### src/rtl/counter_wait_minus1_if.sv
// Result-side bundle of the down-counting wait controller: both counter values,
// the captured difference W with its valid/ready handshake, and the sticky done flag.
interface counter_wait_minus1_if #(
  parameter int unsigned WIDTH = 32'd4
);
  logic             w_ready;
  logic [WIDTH-1:0] a;
  logic [WIDTH-1:0] b;
  logic [WIDTH-1:0] W;
  logic             w_valid;
  logic             done;

  modport master (
    input  w_ready,
    output a,
    output b,
    output W,
    output w_valid,
    output done
  );

  modport slave (
    output w_ready,
    input  a,
    input  b,
    input  W,
    input  w_valid,
    input  done
  );
endinterface

### src/rtl/counter_wait_minus1.sv
// Two down-counters that pause at programmable stop values; once both pause, a - b
// is captured into W and offered downstream, and acceptance releases both counters.
module counter_wait_minus1 #(
  parameter int unsigned WIDTH   = 32'd4,
  parameter int unsigned A_INIT  = 32'd15,
  parameter int unsigned A_STOP0 = 32'd12,
  parameter int unsigned A_STOP1 = 32'd9,
  parameter int unsigned B_INIT  = 32'd15,
  parameter int unsigned B_STOP0 = 32'd11,
  parameter int unsigned B_STOP1 = 32'd7,
  parameter int unsigned B_FINAL = 32'd7
) (
  input  logic                 clk,
  input  logic                 reset,
  counter_wait_minus1_if.master bus
);

  localparam logic [WIDTH-1:0] A_INIT_W  = WIDTH'(A_INIT);
  localparam logic [WIDTH-1:0] A_STOP0_W = WIDTH'(A_STOP0);
  localparam logic [WIDTH-1:0] A_STOP1_W = WIDTH'(A_STOP1);
  localparam logic [WIDTH-1:0] B_INIT_W  = WIDTH'(B_INIT);
  localparam logic [WIDTH-1:0] B_STOP0_W = WIDTH'(B_STOP0);
  localparam logic [WIDTH-1:0] B_STOP1_W = WIDTH'(B_STOP1);
  localparam logic [WIDTH-1:0] B_FINAL_W = WIDTH'(B_FINAL);
  localparam logic [WIDTH-1:0] ZERO_W    = {WIDTH{1'b0}};
  localparam logic [WIDTH-1:0] ONE_W     = {{(WIDTH-1){1'b0}}, 1'b1};

  typedef enum logic {
    ST_RUN  = 1'b0,
    ST_HOLD = 1'b1
  } state_t;

  function automatic logic is_stop(
    input logic [WIDTH-1:0] v,
    input logic [WIDTH-1:0] s0,
    input logic [WIDTH-1:0] s1
  );
    return (v == s0) || (v == s1);
  endfunction

  function automatic logic [WIDTH-1:0] mod_diff(
    input logic [WIDTH-1:0] x,
    input logic [WIDTH-1:0] y
  );
    return x - y;
  endfunction

  state_t           a_st_q, a_st_d;
  state_t           b_st_q, b_st_d;
  logic [WIDTH-1:0] a_q, a_d;
  logic [WIDTH-1:0] b_q, b_d;
  logic [WIDTH-1:0] w_q, w_d;
  logic             w_valid_q, w_valid_d;
  logic             done_q, done_d;

  logic [WIDTH-1:0] a_dec_s;
  logic [WIDTH-1:0] b_dec_s;
  logic             capture_s;
  logic             accept_s;
  logic             release_s;

  // Capture and accept are mutually exclusive: capture needs w_valid low, accept needs it high.
  always_comb begin
    a_dec_s   = a_q - ONE_W;
    b_dec_s   = b_q - ONE_W;
    capture_s = (a_st_q == ST_HOLD) && (b_st_q == ST_HOLD) && !w_valid_q && !done_q;
    accept_s  = w_valid_q && bus.w_ready;
    release_s = accept_s && (b_q != B_FINAL_W);
  end

  // Counter A: the stop test looks only at the freshly decremented value.
  always_comb begin
    a_d    = a_q;
    a_st_d = a_st_q;
    case (a_st_q)
      ST_RUN: begin
        a_d = a_dec_s;
        if (is_stop(a_dec_s, A_STOP0_W, A_STOP1_W)) begin
          a_st_d = ST_HOLD;
        end else begin
          a_st_d = ST_RUN;
        end
      end
      ST_HOLD: begin
        if (release_s) begin
          a_st_d = ST_RUN;
        end else begin
          a_st_d = ST_HOLD;
        end
      end
      default: begin
        a_d    = a_q;
        a_st_d = ST_RUN;
      end
    endcase
  end

  // Counter B mirrors counter A with its own stop values.
  always_comb begin
    b_d    = b_q;
    b_st_d = b_st_q;
    case (b_st_q)
      ST_RUN: begin
        b_d = b_dec_s;
        if (is_stop(b_dec_s, B_STOP0_W, B_STOP1_W)) begin
          b_st_d = ST_HOLD;
        end else begin
          b_st_d = ST_RUN;
        end
      end
      ST_HOLD: begin
        if (release_s) begin
          b_st_d = ST_RUN;
        end else begin
          b_st_d = ST_HOLD;
        end
      end
      default: begin
        b_d    = b_q;
        b_st_d = ST_RUN;
      end
    endcase
  end

  // Result path: W is kept after acceptance; accepting at b == B_FINAL ends the run.
  always_comb begin
    w_d       = w_q;
    w_valid_d = w_valid_q;
    done_d    = done_q;
    if (capture_s) begin
      w_d       = mod_diff(a_q, b_q);
      w_valid_d = 1'b1;
    end else if (accept_s) begin
      w_valid_d = 1'b0;
      if (b_q == B_FINAL_W) begin
        done_d = 1'b1;
      end else begin
        done_d = done_q;
      end
    end else begin
      w_d = w_q;
    end
  end

  // Single state register for both counter FSMs and the result path; reset wins over all.
  always_ff @(posedge clk) begin
    if (!reset) begin
      a_st_q    <= ST_RUN;
      b_st_q    <= ST_RUN;
      a_q       <= A_INIT_W;
      b_q       <= B_INIT_W;
      w_q       <= ZERO_W;
      w_valid_q <= 1'b0;
      done_q    <= 1'b0;
    end else begin
      a_st_q    <= a_st_d;
      b_st_q    <= b_st_d;
      a_q       <= a_d;
      b_q       <= b_d;
      w_q       <= w_d;
      w_valid_q <= w_valid_d;
      done_q    <= done_d;
    end
  end

  assign bus.a       = a_q;
  assign bus.b       = b_q;
  assign bus.W       = w_q;
  assign bus.w_valid = w_valid_q;
  assign bus.done    = done_q;

endmodule

### src/flat_wrapper.sv
// flat-port wrapper written by rule: the top's interface ports become plain ports
module counter_wait_minus1_flat 
#(
  parameter int unsigned WIDTH   = 32'd4,
  parameter int unsigned A_INIT  = 32'd15,
  parameter int unsigned A_STOP0 = 32'd12,
  parameter int unsigned A_STOP1 = 32'd9,
  parameter int unsigned B_INIT  = 32'd15,
  parameter int unsigned B_STOP0 = 32'd11,
  parameter int unsigned B_STOP1 = 32'd7,
  parameter int unsigned B_FINAL = 32'd7
)
  (clk, reset, bus_w_ready, bus_a, bus_b, bus_W, bus_w_valid, bus_done);
  counter_wait_minus1_if #(.WIDTH(WIDTH)) bus_i ();
  input  logic clk;
  input  logic reset;
  input wire logic [$bits(bus_i.w_ready)-1:0] bus_w_ready;
  output wire logic [$bits(bus_i.a)-1:0] bus_a;
  output wire logic [$bits(bus_i.b)-1:0] bus_b;
  output wire logic [$bits(bus_i.W)-1:0] bus_W;
  output wire logic [$bits(bus_i.w_valid)-1:0] bus_w_valid;
  output wire logic [$bits(bus_i.done)-1:0] bus_done;
  assign bus_i.w_ready = bus_w_ready;
  assign bus_a = bus_i.a;
  assign bus_b = bus_i.b;
  assign bus_W = bus_i.W;
  assign bus_w_valid = bus_i.w_valid;
  assign bus_done = bus_i.done;
  counter_wait_minus1 #(.WIDTH(WIDTH), .A_INIT(A_INIT), .A_STOP0(A_STOP0), .A_STOP1(A_STOP1), .B_INIT(B_INIT), .B_STOP0(B_STOP0), .B_STOP1(B_STOP1), .B_FINAL(B_FINAL)) u_core (.clk(clk), .reset(reset), .bus(bus_i));
endmodule
### config.mk
export PLATFORM = sky130hd
export DESIGN_NAME = counter_wait_minus1_flat
export DESIGN_NICKNAME = d
export VERILOG_FILES = /design/src/rtl/counter_wait_minus1_if.sv /design/src/rtl/counter_wait_minus1.sv /design/src/flat_wrapper.sv
export SDC_FILE = /design/constraint.sdc
export NUM_CORES = 1
export LEC_CHECK = 0
export ABC_AREA = 1
export CORE_MARGIN = 2
export CORE_UTILIZATION = 52
export CTS_BUF_LIST = sky130_fd_sc_hd__clkbuf_8
export CTS_CLUSTER_DIAMETER = 40
export DETAILED_ROUTE_END_ITERATION = 8
export GPL_ROUTABILITY_DRIVEN = 0
export PLACE_DENSITY = 0.91
export SLEW_MARGIN = 0
export SYNTH_ARGS = -nofsm -noshare
export SYNTH_HDL_FRONTEND = slang
export SYNTH_SLANG_ARGS = --single-unit
export TNS_END_PERCENT = 100
### constraint.sdc
create_clock -name clk -period 1.8 [get_ports clk]
set_input_delay 0.27 -clock clk [delete_from_list [all_inputs] [get_ports clk]]
set_output_delay 0.27 -clock clk [all_outputs]
set_load 0.005 [all_outputs]
==> impl_metrics.env, run 1 <==
export IMPL_outcome="complete, no violations"
export IMPL_min_from="u_core.bus.done"
export IMPL_hpwl_um=1280
export IMPL_avgSynthCellArea_um2=7.47
export IMPL_cp_max_fo=7
export IMPL_syn2layout_area_growth_pct=27.0
export IMPL_drt_pass1_iter_count=4
export IMPL_fin_area_um2=1070
export IMPL_core_rowCount=14
export IMPL_final_cell_mix="nand2_1 (18), clkdlybuf4s50_1 (16), dfxtp_1 (16)"
export IMPL_drc=0
export IMPL_r2r_slack_ps=300
export IMPL_max_stage_delay_ps=550
export IMPL_routed_wl_um=1840
export IMPL_core_area_um2=1510
export IMPL_dieArea_um2=1960
export IMPL_r2r_start="u_core.bus.b[2]"
export IMPL_end_kind="output pin"
export IMPL_ys_seq_area_share_pct=37.9
export IMPL_antenna_found_initial=0
export IMPL_route_vias_total=802
export IMPL_cts_buffers=3
export IMPL_fin_cells=148
export IMPL_die_h_um=44.3
export IMPL_whs_ps=509
export IMPL_io_buffers=16
export IMPL_final_nets=145
export IMPL_place_area_um2=1020
export IMPL_path_delay_family="buffers and inverters"
export IMPL_cts_tree="built"
export IMPL_grt_overflow=0
export IMPL_crit_type="reg2out"
export IMPL_p_seq_share_pct=38.3
export IMPL_n_antenna_cell=0
export IMPL_cp_start_kind="flop"
export IMPL_intPower_mw=0.883
export IMPL_critical_path_slowest_cell="clkdlybuf4s50_1"
export IMPL_drv_slew=0
export IMPL_skew_ps=5.13
export IMPL_postSynthCellCount=113
export IMPL_grt_pass1_vias=732
export IMPL_rsz0062_at_grt="no"
export IMPL_holdPathStages=2
export IMPL_dp_cells=144
export IMPL_die_x_um=44.3
export IMPL_crit_start="u_core.bus.a[1]"
export IMPL_peakVddDrop_mv=0.836
export IMPL_hold_violations=0
export IMPL_min_to="u_core.bus.done"
export IMPL_insertion_delay_ps=260
export IMPL_critPathRequiredTime_ps=1530
export IMPL_tns_ps=0
export IMPL_drtIter0Drc=18
export IMPL_fillerInstances=118
export IMPL_grt_usage_pct=22.5
export IMPL_p_sw_mw=0.520
export IMPL_ctsResizeCount=0
export IMPL_path_cells="clkdlybuf4s50_1"
export IMPL_cts_setup_buffers=0
export IMPL_cts_sinks=16
export IMPL_io_pins=17
export IMPL_drive_above_1_share_pct=7.58
export IMPL_ant_nets=0
export IMPL_yosys_warnings=0
export IMPL_tightestPinTransition_ps=393
export IMPL_max_freq_ghz=0.652
export IMPL_grt_first_pass_wirelength_um=3130
export IMPL_root_buffer="clkbuf_8"
export IMPL_wl_per_cell_um=12.4
export IMPL_fin_crit_sh_pct=85.2
export IMPL_h_tree_depth=1
export IMPL_path_buf_inv=1
export IMPL_cp_arrival_ps=1260
export IMPL_pwr_share_clk_pct=23.4
export IMPL_period_needed_ps=1530
export IMPL_reg2reg_to="u_core.bus.W[3]"
export IMPL_netlist_area_um2=845
export IMPL_ctsHoldBuffers=0
export IMPL_clk_pin_slew_worst_paths_ps=70
export IMPL_ys_ff_latch=16
export IMPL_p_leak_nw=0.511
export IMPL_relSlewSlack_pct=73.8
export IMPL_reg2regPathDepth=8
export IMPL_clk_path_buf_depth=2
export IMPL_combPwrFrac_pct=38.3
export IMPL_p_sw_share_pct=37.1
export IMPL_drv_cap=0
export IMPL_synth_cell_types=18
export IMPL_grt_max_degree=12
export IMPL_min_path_type="reg2reg"
export IMPL_syn_num_nets=125
export IMPL_finalSetupViolCount=0
export IMPL_start_util_pct=56.1
export IMPL_powerDensity_nw_per_um2=1310
export IMPL_vias_per_cell=5.42
export IMPL_final_common_cell="nand2_1"
metrics by stage:
step / power [mW] / setup WS [ps] / util, %
after floorplan: 0.859 / 436 / -
after global placement: 1.04 / 353 / 67.5
after detailed placement: 1.07 / 322 / 67.5
after CTS: 1.41 / 243 / 71.2
after global routing: 1.52 / 121 / 71.2
final: 1.40 / 266 / 71.2
cell families after synthesis:
family / share of synthesized area [%]
and+or+nand+nor: 22.8
AOI/OAI and AO/OA: 15.6
buffers and inverters: 8.44
DFF: 37.9
adders and majority gates: 14.2
xor gates and xnor gates: 1.04
state kept, by name, indices dropped and copies added, names as in the netlist:
| signal | cells |
|---|---|
| u_core.bus.b | 4 |
| u_core.bus.W | 4 |
| u_core.b_st_q | 1 |
| u_core.bus.a | 4 |
| u_core.bus.done | 1 |
| u_core.bus.w_valid | 1 |
| u_core.a_st_q | 1 |
Yosys cell counts:
master    number  area [um2]
xnor2_1        1        8.76
o21ai_1        2        10.0
clkbuf_1       1        3.75
nand3_1       13        65.1
nor2_2         2        12.5
nand2_1       18        67.6
dfxtp_1       16         320
inv_2          2        7.51
o21ai_0        7        35.0
a21oi_1       14        70.1
ha_1           8         100
and2_1         1        6.26
o21ai_2        1        8.76
inv_1         13        48.8
o211ai_1       1        7.51
buf_6          1        11.3
nor2_1        11        41.3
fa_1           1        20.0
routing by layer:
metal / vias to the layer above / share of wire (%) / routed length, um / global-route usage (%)
met5: - / 0 / 0 / 0
met2: 17 / 49 / 905 / 38.5
met3: 5 / 5.0 / 92 / 4.90
met4: 0 / 2.3 / 43 / 10.9
li1: 409 / - / - / -
met1: 371 / 43 / 799 / 26.4
power groups by stage:
| stage | Sequential (mW) | Clock [mW] | Combinational, mW |
|---|---|---|---|
| finish | 0.537 | 0.328 | 0.538 |
| global route | 0.551 | 0.352 | 0.621 |
| CTS | 0.535 | 0.336 | 0.541 |
| detailed placement | 0.539 | 0 | 0.527 |
| global placement | 0.535 | 0 | 0.501 |
| floorplan | 0.524 | 0 | 0.334 |
how the worst max path moves through the flow:
| stage | endpoint | depth (start not counted) |
|---|---|---|
| 6_report | bus_a[1] | 1 |
| 5_1_grt | u_core.bus.W[3] | 8 |
| 4_1_cts | bus_a[1] | 1 |
| 3_5_place_dp | u_core.bus.W[3] | 8 |
| 3_3_place_gp | u_core.bus.W[3] | 8 |
| 2_1_floorplan | u_core.bus.W[3] | 8 |
tightest hold or removal path: stages, from the launching register on:
cell,delay (ps)
dfxtp_1,330
nor2_1,100
nor2_1,40
cell type report:
| type | count | area, um2 | share of cell area, % |
|---|---|---|---|
| Timing Repair Buffer | 17 | 168 | 15.6 |
| Clock buffer | 4 | 55.1 | 5.13 |
| Multi-Input combinational cell | 80 | 453 | 42.2 |
| Tap cell | 16 | 20.0 | 1.87 |
| Sequential cell | 16 | 320 | 29.9 |
| Inverter | 15 | 56.3 | 5.25 |
Note: power is estimated with default switching activity, not from simulation.
==> inputs of run 2 (changes only) <==
==> constraint.sdc (replaced) <==
create_clock -name clk -period 1.8 [get_ports clk]
set_input_delay 0.27 -clock clk [delete_from_list [all_inputs] [get_ports clk]]
set_output_delay 0.27 -clock clk [all_outputs]
set_load 0.02 [all_outputs]
==> results of run 2 <==
The final DEF is identical to that of run 1. Status: complete, no violations.
Main changes from that run: setup slack after layout 266 ps -> 163 ps; total power 1.40 mW -> 1.47 mW; worst IR drop on VDD 0.836 mV -> 0.860 mV
==> inputs of run 3 (changes only) <==
--- a/config.mk
+++ b/config.mk
@@ -12,6 +12,7 @@
 export CTS_CLUSTER_DIAMETER = 40
 export DETAILED_ROUTE_END_ITERATION = 8
 export GPL_ROUTABILITY_DRIVEN = 0
+export GPL_TIMING_DRIVEN = 0
 export PLACE_DENSITY = 0.91
 export SLEW_MARGIN = 0
 export SYNTH_ARGS = -nofsm -noshare
==> run 3 against run 2 <==
Final area up 0.70%. Core utilization rose by 0.50 points. Sequential share of layout area is 0.21 points lower. Sequential power barely moved. Clock power fell by 4%. Die area stayed put. First-iteration DRC count grew 22%. Via count up 0.75%. Cell count increased by 0.68%. Register-to-register slack worse by 50 ps. Critical path type unchanged.
==> impl_metrics.env, run 3 (synthesized netlist as in run 1, its figures left out) <==
export IMPL_outcome="complete, no violations"
export IMPL_grt_first_pass_wirelength_um=3110
export IMPL_grt_max_degree=11
export IMPL_peakVddDrop_mv=0.785
export IMPL_tns_ps=0
export IMPL_io_pins=17
export IMPL_place_area_um2=1020
export IMPL_end_kind="output pin"
export IMPL_fillerInstances=125
export IMPL_final_common_cell="nand2_1"
export IMPL_ctsResizeCount=0
export IMPL_drt_pass1_iter_count=4
export IMPL_cp_arrival_ps=1410
export IMPL_dr_wl_met2_um=860
export IMPL_wl_met1_um=798
export IMPL_path_buf_inv=1
export IMPL_vias_per_cell=5.42
export IMPL_grt_overflow=0
export IMPL_io_buffers=16
export IMPL_clk_path_buf_depth=2
export IMPL_die_x_um=44.3
export IMPL_fin_area_um2=1080
export IMPL_cp_start_kind="flop"
export IMPL_core_rowCount=14
export IMPL_max_freq_ghz=0.596
export IMPL_start_util_pct=56.1
export IMPL_drv_cap=0
export IMPL_ctsHoldBuffers=0
export IMPL_finalSetupViolCount=0
export IMPL_drv_slew=0
export IMPL_power_mw=1.45
export IMPL_antenna_found_initial=0
export IMPL_die_h_um=44.3
export IMPL_p_leak_nw=0.514
export IMPL_fin_crit_sh_pct=93.2
export IMPL_n_antenna_cell=0
export IMPL_cp_max_fo=7
export IMPL_final_nets=146
export IMPL_clk_pin_slew_worst_paths_ps=60
export IMPL_cts_tree="built"
export IMPL_wl_per_cell_um=11.9
export IMPL_drive_above_1_share_pct=7.52
export IMPL_min_path_type="reg2reg"
export IMPL_crit_type="reg2out"
export IMPL_critical_path_slowest_cell="clkdlybuf4s50_1"
export IMPL_dieArea_um2=1960
export IMPL_cts_setup_buffers=0
export IMPL_ant_nets=0
export IMPL_hpwl_um=1370
export IMPL_core_area_um2=1510
export IMPL_cts_buffers=3
export IMPL_cts_sinks=16
export IMPL_root_buffer="clkbuf_8"
export IMPL_path_cells="clkdlybuf4s50_1"
export IMPL_skew_ps=2.78
export IMPL_grt_pass1_vias=766
export IMPL_whs_ps=505
export IMPL_insertion_delay_ps=250
export IMPL_critPathRequiredTime_ps=1530
export IMPL_drtIter0Drc=22
export IMPL_post_place_ws_ps=210
export IMPL_wl_met3_um=64
export IMPL_routed_wl_um=1770
export IMPL_path_delay_family="buffers and inverters"
export IMPL_rsz0062_at_grt="no"
export IMPL_powerDensity_nw_per_um2=1350
export IMPL_grt_usage_pct=21.3
export IMPL_drc=0
export IMPL_hold_violations=0
export IMPL_tightestPinTransition_ps=430
export IMPL_route_vias_total=808
export IMPL_final_cell_mix="nand2_1 (18), clkdlybuf4s50_1 (16), dfxtp_1 (16)"
export IMPL_max_stage_delay_ps=670
export IMPL_syn2layout_area_growth_pct=27.9
export IMPL_top_layer_used="met4"
export IMPL_h_tree_depth=1
export IMPL_layout_setup_ws_ps=123
export IMPL_period_needed_ps=1680
export IMPL_relSlewSlack_pct=71.3
## run 3: path summary, 6_finish.rpt
path,from,end,slack (ps),depth (start not counted)
setup / recovery,u_core.bus.a[1],bus_a[1],120,1
hold / removal,u_core.bus.done,u_core.bus.done,500,2
setup reg to reg,u_core.bus.b[2],u_core.bus.W[3],250,8
hold reg to reg,u_core.bus.done,u_core.bus.done,500,2
## run 3: metrics by stage
| step | std cells | util (%) |
|---|---|---|
| 2_1_floorplan | 113 | - |
| 3_3_place_gp | 145 | 68.0 |
| 3_5_place_dp | 145 | 68.0 |
| 4_1_cts | 149 | 71.7 |
| 5_1_grt | 149 | 71.7 |
| 6_report | 149 | 71.7 |
## run 3: per-layer routing
metal  up-vias  GRT usage (%)
met5         -              0
met4         0           12.1
met3         7           2.86
met2        23           35.3
met1       366           26.3
li1        412              -
## run 3: final cells by class
class / instances / area, um2 / area share, %
plain buffers: 2 / 15.0 / 1.39
clock buffers: 4 / 55.1 / 5.10
inverters: 15 / 56.3 / 5.21
multi-input cells: 80 / 453 / 41.9
flip-flops and latches: 16 / 320 / 29.7
well taps: 16 / 20.0 / 1.85
repair buffers: 16 / 160 / 14.8
## run 3: report_power, final
part	leakage (nW)	switching, mW	internal (mW)
clock network	0.0288	0.121	0.194
registers	0.131	0.108	0.428
logic	0.354	0.342	0.262
## run 3: worst register-to-register path: stages, from the launching register on
cell	delay [ps]
dfxtp_1	420
inv_1	120
ha_1	350
a21oi_1	210
nand2_1	80
o21ai_0	90
nand3_1	90
nand2_1	60
inv_1	30
